$ cat src/rtl/qdiv_defs.sv
// Shared constants and FSM encoding for the sequential Q-format divider.
package qdiv_defs;
   localparam int DATA_W = 16;
   localparam int OUT_W  = 32;
   localparam int ITER   = 32;
   localparam int CNT_W  = $clog2(ITER);

   typedef enum logic [1:0] {
      ST_IDLE = 2'd0,
      ST_CALC = 2'd1,
      ST_DONE = 2'd2
   } qdiv_state_e;
endpackage

$ cat src/rtl/qdiv_seq_sat.sv
// Signed clamp of a value to [i_min, i_max]; purely combinational.
module qdiv_seq_sat
   import qdiv_defs::*;
(
   input  logic signed [OUT_W-1:0] i_din,
   input  logic signed [OUT_W-1:0] i_max,
   input  logic signed [OUT_W-1:0] i_min,
   output logic signed [OUT_W-1:0] o_dout
);

   always_comb begin
      o_dout = i_din;
      if (i_din > i_max) begin
         o_dout = i_max;
      end else if (i_din < i_min) begin
         o_dout = i_min;
      end
   end

endmodule

$ cat src/rtl/qdiv_seq.sv
// Sequential signed divider: result = (a << q_shift) / b, one quotient bit per cycle, clamped.
// Build option: define QDIV_ROUND_EN for round-half-away-from-zero instead of truncation.
//
// Handshakes: a transfer happens on a rising edge where valid and ready are both high;
// in_ready is high only in IDLE, out_valid only in DONE, and DONE outputs hold until out_ready.
module qdiv_seq
   import qdiv_defs::*;
(
   input  logic                     clk,
   input  logic                     rst,
   input  logic                     in_valid,
   output logic                     in_ready,
   input  logic signed [DATA_W-1:0] a,
   input  logic signed [DATA_W-1:0] b,
   input  logic [3:0]               q_shift,
   input  logic signed [OUT_W-1:0]  sat_max,
   input  logic signed [OUT_W-1:0]  sat_min,
   output logic                     out_valid,
   input  logic                     out_ready,
   output logic signed [OUT_W-1:0]  result,
   output logic                     div_by_zero,
   output logic                     saturated,
   output qdiv_state_e              dbg_state
);

   qdiv_state_e r_state;
   qdiv_state_e w_state_nx;

   logic                    r_sign;
   logic [ITER-1:0]         r_div;
   logic [DATA_W:0]         r_bmag;
   logic [DATA_W-1:0]       r_rem;
   logic [CNT_W-1:0]        r_cnt;
   logic signed [OUT_W-1:0] r_sat_max;
   logic signed [OUT_W-1:0] r_sat_min;
   logic signed [OUT_W-1:0] r_result;
   logic                    r_dbz;
   logic                    r_satd;

   logic [DATA_W:0]         w_a_ext;
   logic [DATA_W:0]         w_b_ext;
   logic [DATA_W:0]         w_amag;
   logic [DATA_W:0]         w_bmag;
   logic [ITER-1:0]         w_dvd_init;
   logic                    w_b_zero;
   logic signed [OUT_W-1:0] w_zero_res;
   logic [DATA_W:0]         w_rem_sh;
   logic                    w_ge;
   logic [DATA_W-1:0]       w_rem_nx;
   logic [ITER-1:0]         w_quo_nx;
   logic                    w_last;
   logic                    w_round_up;
   logic [OUT_W-1:0]        w_qmag;
   logic signed [OUT_W-1:0] w_q_signed;
   logic signed [OUT_W-1:0] w_q_sat;
   logic                    w_satd;

   // Magnitudes carry one extra bit so that -2^(DATA_W-1) is representable.
   assign w_a_ext    = {a[DATA_W-1], a};
   assign w_b_ext    = {b[DATA_W-1], b};
   assign w_amag     = a[DATA_W-1] ? (~w_a_ext + (DATA_W+1)'(1)) : w_a_ext;
   assign w_bmag     = b[DATA_W-1] ? (~w_b_ext + (DATA_W+1)'(1)) : w_b_ext;
   assign w_dvd_init = ITER'(w_amag) << q_shift;
   assign w_b_zero   = (b == '0);
   assign w_zero_res = a[DATA_W-1] ? sat_min : sat_max;

   // Restoring step: the remainder stays below |b|, so DATA_W bits hold it between steps.
   assign w_rem_sh = {r_rem, r_div[ITER-1]};
   assign w_ge     = (w_rem_sh >= r_bmag);
   assign w_rem_nx = w_ge ? DATA_W'(w_rem_sh - r_bmag) : DATA_W'(w_rem_sh);
   assign w_quo_nx = {r_div[ITER-2:0], w_ge};
   assign w_last   = (r_cnt == CNT_W'(ITER-1));

`ifdef QDIV_ROUND_EN
   assign w_round_up = ({w_rem_nx, 1'b0} >= r_bmag);
`else
   assign w_round_up = 1'b0;
`endif

   assign w_qmag     = OUT_W'(w_quo_nx) + OUT_W'(w_round_up);
   assign w_q_signed = r_sign ? (~w_qmag + OUT_W'(1)) : w_qmag;

   qdiv_seq_sat u_sat (
      .i_din  (w_q_signed),
      .i_max  (r_sat_max),
      .i_min  (r_sat_min),
      .o_dout (w_q_sat)
   );

   assign w_satd = (w_q_sat != w_q_signed);

   always_ff @(posedge clk) begin
      if (rst) begin
         r_state <= ST_IDLE;
      end else begin
         r_state <= w_state_nx;
      end
   end

   always_comb begin
      w_state_nx = r_state;
      in_ready   = 1'b0;
      out_valid  = 1'b0;
      unique case (r_state)
         ST_IDLE: begin
            in_ready = 1'b1;
            if (in_valid) begin
               w_state_nx = w_b_zero ? ST_DONE : ST_CALC;
            end
         end
         ST_CALC: begin
            if (w_last) begin
               w_state_nx = ST_DONE;
            end
         end
         ST_DONE: begin
            out_valid = 1'b1;
            if (out_ready) begin
               w_state_nx = ST_IDLE;
            end
         end
         default: w_state_nx = ST_IDLE;
      endcase
   end

   always_ff @(posedge clk) begin
      if (rst) begin
         r_sign    <= 1'b0;
         r_div     <= '0;
         r_bmag    <= '0;
         r_rem     <= '0;
         r_cnt     <= '0;
         r_sat_max <= '0;
         r_sat_min <= '0;
         r_result  <= '0;
         r_dbz     <= 1'b0;
         r_satd    <= 1'b0;
      end else begin
         unique case (r_state)
            ST_IDLE: begin
               if (in_valid) begin
                  r_sign    <= a[DATA_W-1] ^ b[DATA_W-1];
                  r_sat_max <= sat_max;
                  r_sat_min <= sat_min;
                  r_bmag    <= w_bmag;
                  r_div     <= w_dvd_init;
                  r_rem     <= '0;
                  r_cnt     <= '0;
                  if (w_b_zero) begin
                     r_result <= w_zero_res;
                     r_dbz    <= 1'b1;
                     r_satd   <= 1'b1;
                  end
               end
            end
            ST_CALC: begin
               r_rem <= w_rem_nx;
               r_div <= w_quo_nx;
               r_cnt <= r_cnt + CNT_W'(1);
               if (w_last) begin
                  r_result <= w_q_sat;
                  r_dbz    <= 1'b0;
                  r_satd   <= w_satd;
               end
            end
            default: ;
         endcase
      end
   end

   assign result      = r_result;
   assign div_by_zero = r_dbz;
   assign saturated   = r_satd;
   assign dbg_state   = r_state;

endmodule

$ cat config.mk
export PLATFORM = sky130hd
export DESIGN_NAME = qdiv_seq
export DESIGN_NICKNAME = d
export VERILOG_FILES = /design/src/rtl/qdiv_defs.sv /design/src/rtl/qdiv_seq_sat.sv /design/src/rtl/qdiv_seq.sv
export SDC_FILE = /design/constraint.sdc
export NUM_CORES = 1
export LEC_CHECK = 0
export ABC_AREA = 0
export BUFFER_PORTS_ARGS = -buffer_cell sky130_fd_sc_hd__clkbuf_2
export CAP_MARGIN = 10
export CORE_AREA = 2 2 157 159
export DETAILED_ROUTE_END_ITERATION = 8
export DIE_AREA = 0 0 159 161
export PLACE_DENSITY = 0.78
export SETUP_SLACK_MARGIN = 0.05
export SLEW_MARGIN = 20
export SYNTH_ARGS = -nofsm -noshare
export SYNTH_HDL_FRONTEND = slang
export SYNTH_SLANG_ARGS = --single-unit
$ cat constraint.sdc
create_clock -name clk -period 13.6 [get_ports clk]
set_input_delay 3.4 -clock clk [delete_from_list [all_inputs] [get_ports clk]]
set_output_delay 3.4 -clock clk [all_outputs]
set_load 0.05 [all_outputs]
==> flow_summary.ini <==
[clocking]
tritoncts = built
clk_pin_slew_ns = 0.07
clkSinkCount = 171
cts_repair_resize_count = 0
post_cts.repair.setup_buffers = 0
h-tree-depth = 4
clock_latency_ns = 0.44
hold_buffers = 0
cts_made_buffers = 17
clockBufferDepth = 2
clock-root-buffer = clkbuf_16

[timing]
skew_ns = 0.0148
rsz0062_at_grt = no
fin_crit_sh = 0.617
hold_violations = 0
clock.fmax_mhz = 119
setup_viol = 0
tightest_slew_ns = 0.905
period_minus_slack_ns = 8.39
slew_violations = 0
tns_ns = 0
slew_headroom = 0.397

[finish]
final_cell_mix = nand2_1 (286), a21oi_1 (180), nor2_1 (172), dfxtp_1 (170), clkbuf_2 (140)
final_common_cell = nand2_1
antenna_cells = 0
nets = 2142
layout-drive-gt1-share = 0.115
area_delta_synth_final_pct = 8.73
final_core_util = 0.640

[route]
post-route-drc-count = 0
vias = 14600
wirelength_um = 47100
wl_per_cell_um = 20.6
drt_iter0_drc = 1452
drt-vias-per-instance = 6.38
final_antenna_net_count = 0
dr.pass1.iters = 6

[global_routing]
grtUsageTotal = 0.360
overflow = 0
grt_pass1_vias = 13500
grt_max_degree = 88
grt_pass1_wl_um = 74000
grt_antenna_before_repair = 0

[floorplan]
io_pins = 142
chipWidth_um = 159
rows = 57
die_area_um2 = 25600
core_um2 = 24000
die_y_um = 161
start_util = 0.588

[yosys]
syn_nets = 2115
synth_compound_area_frac = 0.257
ys_ff_latch = 171
synthXorXnorAreaFrac = 0.0681
synth_warnings = 0
synth_top_family_by_area = compound AO/OA/AOI/OAI gates
synth-simple-area-share = 0.216
syn_avg_cell_area_um2 = 7.32
syn_inst = 1925
syn_area_um2 = 14100
async_reset_ff_frac = 0
yosys.area.top_type = dfxtp_1
ys_types = 94
synthAdderAreaFrac = 0.0768
synth_edf_count = 0
ys.flop_type = dfxtp_1
synthTopCellsByArea = dfxtp_1 (24%), nand2_1 (7.6%), ha_1 (7.5%), a21oi_1 (6.4%), mux2i_1 (5.9%)
synth-seq-area-share = 0.243
synth_mux_area_frac = 0.0661
yosysTopAreaCellShare = 0.243

[pwr]
total_power_w = 0.00219
p_leak_nw = 6.10
p_int_w = 0.00120
max-vdd-ir-drop_mv = 0.101
p_seq_frac = 0.269
powerDensity_nw_per_um2 = 143
power_switching_w = 0.000998
clockPowerShare = 0.224
p_sw_frac = 0.455
p_comb_frac = 0.507

[worst_hold_path]
hold_class = reg2reg

[status]
status = finished, final reports clean

[placement]
portBuffers = 141
hpwlAfterDp_um = 35100
routabilityCongestion = 1.04

[setup_path]
crit_type = reg2reg
worst-path-max-fanout = 34
end_kind = register
cp.required_ns = 13.93
worstSetupStartpointType = register
arrival_ns = 8.72

[flow_run]
drv_cap = 0
metrics by stage:
stage,hold WS [ns],cells,cell area [um2],setup slack [ns]
CTS,0.461,2289,15300,5.38
global placement,0.443,2257,14800,5.64
finish,0.462,2289,15300,5.21
global route,0.477,2289,15300,4.66
detailed placement,0.447,2257,14800,5.41
floorplan,0.430,1925,14100,7.30
per-layer routing:
metal  up-vias  global-route usage  wire (um)
met5         -                   0          0
met4         0               0.137       1670
met3       103              0.0519       3490
met2       629               0.588      21500
met1      6894               0.483      20400
li1       6968                   -          -
power groups by stage:
stage	clock [W]	sequential (W)	combinational, W
final	0.000492	0.000590	0.00111
after global routing	0.000514	0.000593	0.00121
after CTS	0.000494	0.000587	0.00108
after detailed placement	0	0.000598	0.00107
after global placement	0	0.000597	0.00106
after floorplan	0	0.000569	0.000823
logic make-up after synthesis:
family / count (synthesis)
XOR/XNOR: 108
AND/OR/NAND/NOR: 664
multiplexers: 92
buffers and inverters: 262
adder cells (fa/ha/maj): 86
AO/OA/AOI/OAI: 542
flip-flops: 171
synth_stat cells, drive strengths merged, types with 22 or more instances:
library cell  instances
nand2               289
a21oi               180
nor2                173
dfxtp               171
clkbuf              117
inv                 113
o21ai                93
ha                   85
mux2i                83
xnor2                62
xor2                 45
nand3                42
o31ai                33
a211oi               32
nor3                 32
buf                  30
nand4                22
critical path, stage by stage (launching register included):
cell	delay (ns)
dfxtp_1	0.33
inv_1	0.05
ha_1	0.25
or3_1	0.43
o32ai_1	0.21
o32a_1	0.46
nand2_1	0.58
inv_2	0.67
ha_1	0.31
nor3b_1	0.39
nand4_2	0.34
or3_1	0.45
o31ai_1	0.25
xor2_1	0.28
inv_1	0.14
ha_1	0.33
and4_1	0.21
and3_1	0.33
nand2_1	0.09
a31oi_1	0.40
nor3_1	0.18
nor2_2	0.38
buf_4	0.42
nor2_1	0.09
a21oi_1	0.16
xnor2_1	0.11
nor4_1	0.32
a21oi_1	0.10
registers in the layout (all words and copies together), names as in the netlist:
| name | flops |
|---|---|
| dbg_state | 2 |
| div_by_zero | 1 |
| r_bmag | 17 |
| r_cnt | 5 |
| r_div | 32 |
| r_rem | 16 |
| r_sat_max | 32 |
| r_sat_min | 32 |
| r_sign | 1 |
| result | 32 |
| saturated | 1 |
worst paths after layout:
check,startpoint,to,depth (start not counted),slack [ns]
worst max-delay path,r_bmag[4]$_SDFFE_PP0P_,saturated$_SDFFE_PP0P_,27,5.21
worst min-delay path,r_sat_max[28]$_SDFFE_PP0P_,r_sat_max[28]$_SDFFE_PP0P_,2,0.46
worst max register to register,r_bmag[4]$_SDFFE_PP0P_,saturated$_SDFFE_PP0P_,27,5.21
worst min register to register,r_sat_max[28]$_SDFFE_PP0P_,r_sat_max[28]$_SDFFE_PP0P_,2,0.46
cell type report:
type	instances	area (um2)
multi-input combinational	1492	9680
fill	2176	8630
sequential	171	3420
timing repair buffer	155	813
clock buffer	19	443
inverter	115	432
tap	324	405
clock inverter	13	133
Note: power is estimated with default switching activity, not from simulation.
